===== config.mk =====
export PLATFORM = sky130hd
export DESIGN_NAME = branch_resolve
export DESIGN_NICKNAME = d
export VERILOG_FILES = /design/src/rtl/branch_defs.sv /design/src/rtl/branch_taken_decode.sv /design/src/rtl/branch_resolve.sv
export SDC_FILE = /design/constraint.sdc
export NUM_CORES = 1
export LEC_CHECK = 0
export ABC_AREA = 1
export ABC_CLOCK_PERIOD_IN_PS = 2160
export BUFFER_PORTS_ARGS = -buffer_cell sky130_fd_sc_hd__clkbuf_2
export CORE_ASPECT_RATIO = 0.5
export CORE_MARGIN = 8
export CORE_UTILIZATION = 49
export DETAILED_ROUTE_END_ITERATION = 10
export HOLD_SLACK_MARGIN = 0.15
export PLACE_DENSITY = 0.85
export SYNTH_ARGS = -nofsm -noshare
export SYNTH_HDL_FRONTEND = slang
export SYNTH_HIERARCHICAL = 1
export SYNTH_SLANG_ARGS = --single-unit

===== constraint.sdc =====
create_clock -name clk -period 2.16 [get_ports clk]
set_input_delay 0.216 -clock clk [delete_from_list [all_inputs] [get_ports clk]]
set_output_delay 0.216 -clock clk [all_outputs]
set_load 0.03 [all_outputs]

===== src/rtl/branch_defs.sv =====
// Shared encodings for branch compare codes, decoded branch types and the
// redirect FSM, used by branch_judge and branch_resolve.
package branch_defs;

   typedef enum logic [1:0] {
      BRANCH_DEFAULT = 2'b00,
      BRANCH_EQUAL   = 2'b01,
      BRANCH_LT      = 2'b10,
      BRANCH_GT      = 2'b11
   } cmp_code_t;

   typedef enum logic [2:0] {
      BR_NONE = 3'b000,
      BR_BEQ  = 3'b001,
      BR_BNE  = 3'b010,
      BR_BLEZ = 3'b011,
      BR_BGTZ = 3'b100,
      BR_BLTZ = 3'b101,
      BR_BGEZ = 3'b110,
      BR_JUMP = 3'b111
   } br_type_t;

   typedef enum logic {
      ST_IDLE = 1'b0,
      ST_PEND = 1'b1
   } resolve_state_t;

endpackage


===== src/rtl/branch_taken_decode.sv =====
// Combinational taken/not-taken decision from decoded branch type and the
// compare code produced by branch_judge.
module branch_taken_decode
   import branch_defs::*;
(
   input  logic [2:0] br_type,
   input  logic [1:0] cmp_result,
   output logic       taken
);

   cmp_code_t cmp;
   br_type_t  typ;

   assign cmp = cmp_code_t'(cmp_result);
   assign typ = br_type_t'(br_type);

   // BRANCH_DEFAULT matches none of the conditional terms, so it is never taken
   always_comb begin
      taken = 1'b0;
      case (typ)
         BR_BEQ:  taken = (cmp == BRANCH_EQUAL);
         BR_BNE:  taken = (cmp == BRANCH_LT) || (cmp == BRANCH_GT);
         BR_BLEZ: taken = (cmp == BRANCH_EQUAL) || (cmp == BRANCH_LT);
         BR_BGTZ: taken = (cmp == BRANCH_GT);
         BR_BLTZ: taken = (cmp == BRANCH_LT);
         BR_BGEZ: taken = (cmp == BRANCH_EQUAL) || (cmp == BRANCH_GT);
         BR_JUMP: taken = 1'b1;
         default: taken = 1'b0;
      endcase
   end

endmodule


===== src/rtl/branch_resolve.sv =====
// ID-stage branch resolution: taken decision, target computation, redirect
// request to fetch under valid/ready, IF/ID flush and branch counters.
module branch_resolve
   import branch_defs::*;
#(
   parameter int PC_WIDTH  = 32,
   parameter int CNT_WIDTH = 32
) (
   input  logic                 clk,
   input  logic                 rst,
   input  logic                 id_valid,
   input  logic                 id_stall,
   input  logic [2:0]           br_type,
   input  logic [1:0]           cmp_result,
   input  logic [PC_WIDTH-1:0]  id_pc,
   input  logic [15:0]          imm16,
   input  logic [PC_WIDTH-1:0]  jump_target,
   output logic                 redir_valid,
   output logic [PC_WIDTH-1:0]  redir_pc,
   input  logic                 redir_ready,
   output logic                 flush_ifid,
   output logic                 busy,
   output logic [CNT_WIDTH-1:0] branch_cnt,
   output logic [CNT_WIDTH-1:0] taken_cnt
);

   resolve_state_t              state, state_nxt;
   logic                        taken;
   logic                        resolve;
   logic                        take_redirect;
   logic signed [PC_WIDTH-1:0]  br_offset;
   logic [PC_WIDTH-1:0]         cond_target;
   logic [PC_WIDTH-1:0]         target;

   branch_taken_decode u_taken_decode (
      .br_type    (br_type),
      .cmp_result (cmp_result),
      .taken      (taken)
   );

   // Word offset: sign-extended imm16 shifted left by 2; sums wrap modulo 2^PC_WIDTH
   assign br_offset   = signed'({{(PC_WIDTH-18){imm16[15]}}, imm16, 2'b00});
   assign cond_target = id_pc + PC_WIDTH'(4) + $unsigned(br_offset);
   assign target      = (br_type_t'(br_type) == BR_JUMP) ? jump_target : cond_target;

   assign resolve       = id_valid && !id_stall &&
                          (br_type_t'(br_type) != BR_NONE) && (state == ST_IDLE);
   assign take_redirect = resolve && taken;

   assign redir_valid = (state == ST_PEND);
   assign busy        = (state == ST_PEND);

   always_comb begin
      state_nxt = state;
      case (state)
         ST_IDLE: if (take_redirect) state_nxt = ST_PEND;
         ST_PEND: if (redir_ready)   state_nxt = ST_IDLE;
         default: state_nxt = ST_IDLE;
      endcase
   end

   always_ff @(posedge clk) begin
      if (rst) begin
         state      <= ST_IDLE;
         flush_ifid <= 1'b0;
         redir_pc   <= '0;
         branch_cnt <= '0;
         taken_cnt  <= '0;
      end else begin
         state      <= state_nxt;
         flush_ifid <= take_redirect;
         if (resolve)
            branch_cnt <= branch_cnt + CNT_WIDTH'(1);
         // redir_pc only loads on entry to PEND, so it is stable for the whole request
         if (take_redirect) begin
            taken_cnt <= taken_cnt + CNT_WIDTH'(1);
            redir_pc  <= target;
         end
      end
   end

endmodule


==> results.sh <==
export IMPL_total_power_mw=4.907
export IMPL_min_period_over_period_pct=92.22
export IMPL_chipHeight_um=103.4
export IMPL_viasPerCell=5.104
export IMPL_critPathRequiredTime_ps=2350
export IMPL_cp_num_cells=14
export IMPL_final_common_cell="nand2_1"
export IMPL_global_routing_met3_resource_utilization_pct=2.878
export IMPL_maxcap_violations=0
export IMPL_initial_antenna_violation_count=1
export IMPL_postPlaceCellArea_sq_um=8955
export IMPL_gr_usage_met1_pct=29.31
export IMPL_clock_root_buffer="clkbuf_16"
export IMPL_synth_seq_cells=98
export IMPL_io_pin_count=189
export IMPL_final_hold_violation_count=0
export IMPL_postSynthNetCount=1366
export IMPL_post_synthesis_cell_type_count=43
export IMPL_busiest_layer="met2"
export IMPL_criticalPathCategory="in2reg"
export IMPL_htree_levels=3
export IMPL_post_dp_hpwl_um=18500
export IMPL_leakage_nw=4.931
export IMPL_gp_congestion=0.9759
export IMPL_critPathMaxStageDelay_ps=400
export IMPL_worstSetupEndpoint="redir_pc[23]"
export IMPL_worstSetupEndpointType="flip-flop"
export IMPL_place_port_buffers=188
export IMPL_overall_fraction_of_global_route_tracks_in_use_pct=22.79
export IMPL_clock_sinks=98
export IMPL_finalSetupViolCount=0
export IMPL_ant_nets=0
export IMPL_synthMuxAreaShare_pct=0
export IMPL_synth_enable_flop_cells=0
export IMPL_globalRouteMet2Util_pct=39.57
export IMPL_mappedNetlistArea_sq_um=7488
export IMPL_grt_pass1_wl_um=37630
export IMPL_post_synth_cell_area_avg_sq_um=6.158
export IMPL_worstReg2RegEnd="redir_pc[1]"
export IMPL_cts_tree="done"
export IMPL_power_per_cell_area_nw_per_um2=524.5
export IMPL_chipWidth_um=190.8
export IMPL_finalWirelength_um=22710
export IMPL_drt_iter0_drc=495
export IMPL_finalWorstPathRequiredPeriod_ps=1992
export IMPL_synth_seq_area_share_pct=26.20
export IMPL_final_cell_mix="362 x nand2_1, 188 x clkbuf_2, 184 x inv_1, 132 x nor2_1, 103 x a21oi_1"
export IMPL_hp_class="in2reg"
export IMPL_utilization_pct=61.65
export IMPL_maxSlewViolCount=0
export IMPL_r2r_cells=7
export IMPL_achievable_frequency_mhz=502.0
export IMPL_rrSetupSlack_ps=200
export IMPL_synthAdderAreaFrac_pct=10.13
export IMPL_drcViolationCount=0
export IMPL_tritoncts_num_buffers=9
export IMPL_route_detailed_wl_per_inst_um=13.72
export IMPL_rsz0062_at_grt="no"
export IMPL_first_pass_iters=5
export IMPL_clock_path_buffers=2
export IMPL_critical_path_top_cell_by_count="nand3_1"
export IMPL_floorplan_initialDensity_pct=49.35
export IMPL_worst_slew_pin_slew_ps=559.1
export IMPL_cp_slowest_cell="fa_1"
export IMPL_worst_ep_arrival_time_ps=2190
export IMPL_start_kind="primary input"
export IMPL_status="complete, no violations"
export IMPL_worst_setup_path_startpoint="id_pc[3]"
export IMPL_synth_compound_area_share_pct=11.26
export IMPL_critical_path_buf_inv_count=1
export IMPL_grt_overflow_total=0
export IMPL_layout_drive_gt1_share_pct=19.45
export IMPL_fin_setup_tns_ps=0
export IMPL_final_nets=1595
export IMPL_ys_warn_count=6
export IMPL_crit_path_cell_trace="clkbuf_2 > ha_1 > ha_1 > fa_1 > nand3_1 > nand3_1 > nand3_1 > nand3_1 > nand2_1 > nand2_1 > nand2_1 > nand3_1 > nand2_1 > a21oi_1"
export IMPL_yosys_area_share_xor_xnor_pct=4.561
export IMPL_num_vias=8447
export IMPL_design_die_area_sq_um=19730
export IMPL_multi_input_comb_area_sq_um=4711
export IMPL_combinational_family_with_the_most_area_after_synthesis="simple AND/OR/NAND/NOR gates"
export IMPL_grt_start_max_net_pins=45
export IMPL_timing_clock_skew_ps=10.32
export IMPL_seqCellArea_sq_um=1962
export IMPL_r2r_start="busy"
export IMPL_ir_drop_worst_vdd_mv=0.3505
export IMPL_core_area_sq_um=15170
export IMPL_worstSkewPairLatency_ps=340
export IMPL_layout_area_overhead_vs_synth_pct=24.93
export IMPL_final_design_area_no_fill_sq_um=9355
export IMPL_n_fill_cell=1461
export IMPL_most_frequently_used_flop_master_after_synthesis="dfxtp_1"
export IMPL_synth_async_sr_flop_share_pct=0
export IMPL_std_cell_rows=32
export IMPL_synthSimpleGateAreaFrac_pct=36.89
export IMPL_slew_headroom_pct=62.73
export IMPL_timing_critical_path_max_delay_family="simple AND/OR/NAND/NOR gates"
export IMPL_grt_pass1_vias=8151
export IMPL_crit_fanout=4
export IMPL_clk_transition_reported_paths_ps=70
export IMPL_cells_after_synthesis=1216
## per-layer routing
metal  up-vias  routed length (um)
li1       4321                   -
met5         -                   0
met3        38                1194
met4         0                 515
met2       256               10660
met1      3832               10340
## tightest hold or removal path, stage by stage
cell and delay (ps):
clkbuf_2 90, nand2_1 60, a31oi_1 90
## synthesized netlist by cell type, types with 2 or more instances
master / n / share of area [%]
inv_1: 184 / 9.2
nand4_1: 15 / 1.3
inv_2: 2 / 0.10
ha_1: 59 / 9.9
nor2_1: 132 / 6.6
nand3_1: 72 / 4.8
nor3b_1: 2 / 0.20
nor3_1: 23 / 1.5
o21a_1: 2 / 0.20
a21oi_1: 103 / 6.9
a211oi_1: 2 / 0.20
nand3b_1: 3 / 0.30
buf_1: 2 / 0.10
nor2_8: 2 / 0.53
dfxtp_1: 98 / 26
clkbuf_1: 20 / 1.0
nand2_4: 2 / 0.30
nand3_2: 2 / 0.27
nand2_1: 362 / 18
buf_2: 5 / 0.33
nor2_2: 7 / 0.58
nor3b_2: 2 / 0.33
nor4_1: 4 / 0.33
o21ai_1: 2 / 0.13
o21ai_0: 45 / 3.0
nor3_4: 2 / 0.43
a31oi_1: 5 / 0.42
nand2_2: 3 / 0.25
xnor2_1: 10 / 1.2
nor3_2: 2 / 0.27
clkinv_1: 2 / 0.10
xor2_1: 29 / 3.4
## stage by stage
stage / worst slack, ps / std cells / hold WS [ps]
2_1_floorplan: 119.1 / 1216 / 376.9
3_3_place_gp: -128.7 / 1629 / 451.2
3_5_place_dp: -178.5 / 1629 / 456.4
4_1_cts: 73.83 / 1653 / 152.9
5_1_grt: 17.18 / 1655 / 179.6
6_report: 167.9 / 1655 / 172.4
## worst min-delay path by stage
stage                               from            to  slack [ps]  cells past startpoint
final                     jump_target[0]   redir_pc[0]         170                      3
after global routing      jump_target[0]   redir_pc[0]         180                      3
after CTS                 jump_target[0]   redir_pc[0]         150                      3
after detailed placement     redir_pc[5]   redir_pc[5]         460                      2
after global placement      redir_pc[22]  redir_pc[22]         450                      2
after floorplan                 id_pc[0]   redir_pc[0]         380                      2
## sequential cells by signal, indices dropped and copies added (netlist names)
register,cells
busy,1
redir_pc,32
flush_ifid,1
taken_cnt,32
branch_cnt,32
## logic make-up (layout without fill, tap and decap cells)
group	Yosys count	in the layout
AND/OR/NAND/NOR	640	640
buffers and inverters	216	450
AO/OA/AOI/OAI	163	163
flip-flops	98	98
adder cells (fa/ha/maj)	60	60
XOR/XNOR	39	39
other	0	1
## report_power, final
group          switching, mW  internal, mW  total, mW
registers             0.0289          1.85       1.88
logic                  0.869         0.560       1.43
clock network          0.762         0.840       1.60
total                   1.66          3.25       4.91
## timing repair
item,in CTS,in global routing
setup endpoints to repair,0,2
hold endpoints to repair,7,0
resized for setup,0,1
hold buffers,8,0
setup buffers,0,1
## cell type report
type	count	share of cell area, %
antenna	1	0.02675
clock buffer	10	2.554
clock inverter	6	0.5885
inverter	188	7.543
multi-input combinational	902	50.35
sequential	98	20.97
tap	204	2.728
timing repair buffer	246	15.23
(Power assumes the default switching activity.)
